`src/rtl/keyboard_frame_receiver.sv`:
```
// rtl/keyboard_frame_receiver.sv - PS/2 11-bit frame receiver with parity/stop checks and watchdog
module keyboard_frame_receiver #(
    parameter int TIMEOUT_BIT_SIZE = 16,
    parameter int TIMEOUT_CYCLES   = 50000
) (
    input  logic       clk,
    input  logic       i_sclr,
    input  logic       i_edge_en,
    input  logic       i_ps2_dat,
    output logic [7:0] o_dat,
    output logic       o_valid,
    output logic       o_parity_err,
    output logic       o_frame_err,
    output logic       o_busy
);

    typedef enum logic [1:0] {
        IDLE   = 2'd0,
        DATA   = 2'd1,
        PARITY = 2'd2,
        STOP   = 2'd3
    } state_t;

    localparam logic [TIMEOUT_BIT_SIZE-1:0] WD_LAST = TIMEOUT_BIT_SIZE'(TIMEOUT_CYCLES - 1);
    localparam logic [TIMEOUT_BIT_SIZE-1:0] WD_ONE  = TIMEOUT_BIT_SIZE'(1);

    state_t                      state;
    logic [1:0]                  sync;
    logic [3:0]                  count;
    logic [7:0]                  shift;
    logic                        parity;
    logic [TIMEOUT_BIT_SIZE-1:0] wdog;
    logic                        bit_in;

    assign bit_in = sync[1];

    always_ff @(posedge clk) begin
        if (i_sclr) begin
            sync         <= 2'b00;
            state        <= IDLE;
            count        <= 4'd0;
            shift        <= 8'h00;
            parity       <= 1'b0;
            wdog         <= '0;
            o_dat        <= 8'h00;
            o_valid      <= 1'b0;
            o_parity_err <= 1'b0;
            o_frame_err  <= 1'b0;
            o_busy       <= 1'b0;
        end else begin
            sync         <= {sync[0], i_ps2_dat};
            o_valid      <= 1'b0;
            o_parity_err <= 1'b0;
            o_frame_err  <= 1'b0;

            if (i_edge_en) begin
                // An edge always wins over a watchdog expiry in the same cycle
                wdog <= '0;
                case (state)
                    IDLE: begin
                        if (!bit_in) begin
                            state  <= DATA;
                            count  <= 4'd0;
                            o_busy <= 1'b1;
                        end
                    end
                    DATA: begin
                        shift <= {bit_in, shift[7:1]};
                        count <= count + 4'd1;
                        if (count == 4'd7) begin
                            state <= PARITY;
                        end
                    end
                    PARITY: begin
                        parity <= bit_in;
                        state  <= STOP;
                    end
                    STOP: begin
                        state  <= IDLE;
                        o_busy <= 1'b0;
                        if (bit_in) begin
                            o_dat <= shift;
                            if (^{shift, parity}) begin
                                o_valid <= 1'b1;
                            end else begin
                                o_parity_err <= 1'b1;
                            end
                        end else begin
                            o_frame_err <= 1'b1;
                        end
                    end
                    default: begin
                        state  <= IDLE;
                        o_busy <= 1'b0;
                    end
                endcase
            end else if (state == IDLE) begin
                wdog <= '0;
            end else if (wdog == WD_LAST) begin
                wdog        <= '0;
                state       <= IDLE;
                o_busy      <= 1'b0;
                o_frame_err <= 1'b1;
            end else begin
                wdog <= wdog + WD_ONE;
            end
        end
    end

endmodule

```
`config.mk`:
```
export PLATFORM = sky130hd
export DESIGN_NAME = keyboard_frame_receiver
export DESIGN_NICKNAME = d
export VERILOG_FILES = /design/src/rtl/keyboard_frame_receiver.sv
export SDC_FILE = /design/constraint.sdc
export NUM_CORES = 1
export LEC_CHECK = 0
export BUFFER_PORTS_ARGS = -buffer_cell sky130_fd_sc_hd__clkbuf_2
export CAP_MARGIN = 40
export CORE_UTILIZATION = 60
export DETAILED_ROUTE_END_ITERATION = 8
export PLACE_DENSITY = 0.8
export SYNTH_ARGS = -nofsm -noshare
export SYNTH_HDL_FRONTEND = slang
export SYNTH_SLANG_ARGS = --single-unit
export TNS_END_PERCENT = 1
```
`constraint.sdc`:
```
create_clock -name clk -period 4 [get_ports clk]
set_clock_uncertainty 0.1 [all_clocks]
set_input_delay 0.8 -clock clk [delete_from_list [all_inputs] [get_ports clk]]
set_output_delay 0.8 -clock clk [all_outputs]
set_load 0.005 [all_outputs]
```
# Yosys cells after proc, flatten, opt, wreduce, memory -nomap -nowiden
# Index checks and enable logic that the tools add are counted.
word_totals:
  regBits: 45
  in_bits: 4
  output_inout_bits: 12
  wordCells: 57
classes:
  add_sub_neg: 2
  n_eq_ne: 9
  muxes: 20
  bitwise: 3
  n_reduce_logical: 12
ops:
  columns: ["operator", "n"]
  rows:
  - ["adder 16 x 1 -> 16 bit, second input constant", 1]
  - ["equality test 16 bit, second input constant", 1]
  - ["two-way mux 1 bit", 11]
  - ["two-way mux 2 bit", 5]
  - ["XOR reduction 9 bit", 1]
  - ["one-hot mux 2 bit (4 select lines)", 1]
  - ["one-hot mux 4 bit (2 select lines)", 1]
  - ["AND reduction 4 bit", 2]
  - ["OR reduction 4 bit", 2]
  - ["AND reduction 3 bit", 2]
  - ["adder 4 x 1 -> 4 bit, second input constant", 1]
  - ["equality test 2 bit, second input constant", 2]
  - ["equality test 4 x 3 -> 1 bit, second input constant", 1]
  - ["two-way mux 4 bit", 1]
  - ["!= test 2 bit, second input constant", 2]
  - ["AND reduction 2 bit", 2]
  - ["nonzero test 2 bit", 2]
  - ["!= test 3 x 1 -> 1 bit, second input constant", 1]
  - ["!= test 3 bit, second input constant", 1]
  - ["inverter 1 bit", 3]
  - ["equality test 2 x 1 -> 1 bit, second input constant", 1]
  - ["zero test 2 bit", 1]
  - ["one-hot mux 1 bit (2 select lines)", 1]

# Longest topological paths before layout
depth:
  word_depth: 4
  mapped_depth: 8
  mapped_depth_nobuf: 6

# Worst setup path after synthesis
# No wires, ideal clock.
synth_timing:
  path_kind: "in2reg"
  startpoint: "in i_edge_en"
  endpoint: "reg count[3]"
  setup_time_ns: 0.086
  arrival_ns: 1.689
  required_ns: 3.814
  path_slack_ns: 2.125
  stages: 5
  n_path_buf: 1
  cell_sequence: "clkbuf_1 -> nand2_1 -> a211oi_1 -> nor2_1 -> a211oi_1"
synth_between:
  elab_chain_len: 1
synth_rtl:
  columns: ["item", "line_no", "rtl"]
  rows:
  - ["start, declared", "8", "input logic i_edge_en,"]
  - ["AND reduction 3 bit (no line)", null, null]
  - ["end signal, assigned", "69", "count <= count + 4'd1;"]
  - ["end, declared", "29", "logic [3:0] count;"]
# Every way passes these cells.
# A chain may end at the register's enable or synchronous reset.

# Final worst setup path
layout_timing:
  startpoint: "reg wdog[5]"
  endpoint: "reg wdog[7]"
layout_between:
  elab_chain_len: 2
  elab_cells_between_ends: 3
  classes_between: "1 x add/sub; 1 x eq/ne; 1 x reduce/logical"
layout_rtl:
  columns: ["item", "line_no", "rtl"]
  rows:
  - ["start, declared", "32", "logic [TIMEOUT_BIT_SIZE-1:0] wdog;"]
  - ["start signal, assigned", "105", "wdog <= wdog + WD_ONE;"]
  - ["parallel branches: the longest is 2 deep, another holds adder 16 x 1 -> 16 bit", null, null]
# Several ways; the timed one is not identified.

==> summary.txt <==
# nets final = 252
Post-CTS Hold Fix Bufs = 0
die height = 60.0 µm
Yosys Warn Count = 0
Data arrival, critical path = 2.30 ns
Synth top area share = 44.7%
status = complete, no violations
multi-input combinational cell area = 1030 µm²
GRT Util Overall = 22.4%
library cells used by synthesis = 40
Root Buffer Master = clkbuf_4
post-cts sizing count = 0
mean post-synth cell area = 8.73 µm²
Max-Cap Viols = 0
largest net degree at the start of global routing = 32
DR WL/cell = 12.1 µm
total grt overflow = 0
drt first pass iters = 4
Slew headroom = 60.5%
f_max = 0.461 GHz
sequential area share after synthesis = 44.7%
drt total wl = 3.46 mm
leading area contributor after synthesis = dfxtp_1
Final Slew Violations = 0
Core Rows = 20
number of global-route vias before repair = 1332
TNS Setup = 0 ns
critical path's slowest cell = or4_4
first-pass GRT wire length = 5.93 mm
Mapped Area = 2020 µm²
die area = 3600 µm²
initial antenna violation count = 0
Power Dens Cells = 350 nW/µm²
Worst Max-Slew Pin Slew = 0.592 ns
Starting Density = 64.5%
clock slew at reported path FFs = 0.12 ns
endpoints failing setup = 0
Final ANT Viol Nets = 0
Sw Share = 25.0%
TritonCTS Buffers = 5
Clock Latency Late Sink = 0.36 ns
Hold Vio Cnt, Final = 0
Fin Hold WS = 0.349 ns
Core Area = 3130 µm²
hold crit path type = reg -> reg
startpoint types = flip-flop
crit path kind = reg -> reg
fin crit share = 54.3%
largest fanout on the critical path = 15
Crit. End Element = flip-flop
synth-to-layout area growth = 6.02%
Peak VDD IR = 0.236 mV
sequential power share = 61.8%
switching power total = 0.187 mW
FF+latch area = 901 µm²
# clock sinks = 45
Post-route DRC = 0
Post-DP HPWL = 2.41 mm
P_leak = 0.720 nW
clock power share = 29.3%
P_int = 0.561 mW
Mapped Cells = 231
combinational share of power = 8.9%
share of cells above drive strength 1 = 12.0%
Seq cells post-synth = 45
via count = 1568
number of fill cells = 265
Inserted Diodes = 0
syn nets = 241
iteration-0 DRC count of the detailed router = 121
I/O Pins = 16
CTS tree = yes
H-tree levels = 2
die width = 60.0 µm
CTS Buffer Depth = 2
# port buffers = 15
total setup buffers inserted after CTS = 0
WP data required = 4.13 ns
CP cell instances = or4_4 -> nor4_4 -> or4_1 -> nor2_1
minimum clock period = 2.17 ns
CP peak stage delay = 0.55 ns
RSZ-0062 raised after global routing = no
top area cells in the synthesized netlist = dfxtp_1, nand2_1, a21oi_1, xnor2_1, ha_1
GPL Wtd Cong = 0.795
Avg Vias per Cell = 5.48
Overall Power = 0.748 mW
-- routing by layer --
layer	vias up	GRT usage (%)	share of wire [%]
li1	811	-	-
met1	714	29.6	49
met2	35	33.5	44
met3	8	5.41	4.0
met4	0	12.3	2.6
met5	-	0	0
-- layout by cell type (no fill, tap or decap), types with 2 or more instances in the layout --
cell / count
or3_1: 4
and3_1: 2
inv_1: 7
nor2b_1: 5
a32o_1: 2
nor2_1: 13
nand4b_1: 2
nand2_1: 43
or4_1: 2
dfxtp_1: 45
nor3b_1: 2
a21oi_1: 27
nor4_1: 4
a21boi_0: 2
o21ai_0: 4
xnor2_1: 13
nor3_1: 2
clkbuf_2: 15
a211oi_1: 4
nor2_2: 5
xor2_1: 4
nand3_1: 8
clkbuf_4: 5
ha_1: 6
-- logic make-up (layout without fill, tap and decap cells) --
logic type | count (synthesis) | in the layout | synth area share, %
compound gates | 44 | 44 | 13.0
xor+xnor | 18 | 18 | 8.50
fa+ha+maj | 6 | 6 | 3.72
buf+inv | 18 | 29 | 4.47
flops | 45 | 45 | 44.7
simple gates | 100 | 100 | 25.7
-- layout make-up --
class | count | area share, %
Inverter | 7 | 1.23
Multi-Input combinational cell | 168 | 48.0
Timing Repair Buffer | 15 | 3.51
Tap cell | 44 | 2.57
Clock buffer | 7 | 2.57
Sequential cell | 45 | 42.1
-- worst paths after layout --
check	start	end	slack [ns]	depth (start not counted)
max	wdog[5]	wdog[7]	1.83	4
min	sync[0]	sync[1]	0.35	1
max reg2reg	wdog[5]	wdog[7]	1.83	4
min reg2reg	sync[0]	sync[1]	0.35	1
-- registers in the layout (all words and copies together) (netlist names) --
name          flops
wdog             16
o_dat             8
sync              2
o_busy            1
o_valid           1
o_parity_err      1
state             2
shift             8
o_frame_err       1
parity            1
count             4
-- power by group through the flow --
stage	Sequential, mW	Combinational [mW]	Clock [mW]
after floorplan	0.470	0.0577	0
after global placement	0.472	0.0646	0
after detailed placement	0.472	0.0665	0
after CTS	0.462	0.0669	0.224
after global routing	0.464	0.0747	0.242
final	0.462	0.0665	0.219
-- worst max-delay path: cells and delay by family (launching register included) --
family | cells | cell delay, ns
DFF | 1 | 0.37
and+or+nand+nor | 4 | 1.57
-- synthesized netlist by cell type (all sizes together) --
cell type	n
a211oi	4
a21boi	2
a21o	1
a21oi	27
a2bb2oi	1
a311oi	1
a32o	2
and2	1
and3	2
and4	1
buf	3
clkbuf	8
dfxtp	45
ha	6
inv	7
nand2	43
nand3	9
nand3b	1
nand4b	2
nor2	18
nor2b	5
nor3	2
nor3b	2
nor4	5
nor4b	1
o2111ai	1
o21ai	4
o31ai	1
or3	4
or4	3
or4bb	1
xnor2	13
xnor3	1
xor2	4
-- stage by stage --
stage	setup slack, ns	instances	area [µm²]	utilization [%]
2_1_floorplan	2.13	231	2020	-
3_3_place_gp	1.55	279	2080	66.6
3_5_place_dp	1.53	279	2080	66.6
4_1_cts	1.82	286	2140	68.4
5_1_grt	1.73	286	2140	68.4
6_report	1.83	286	2140	68.4
Note: power is estimated with default switching activity, not from simulation.
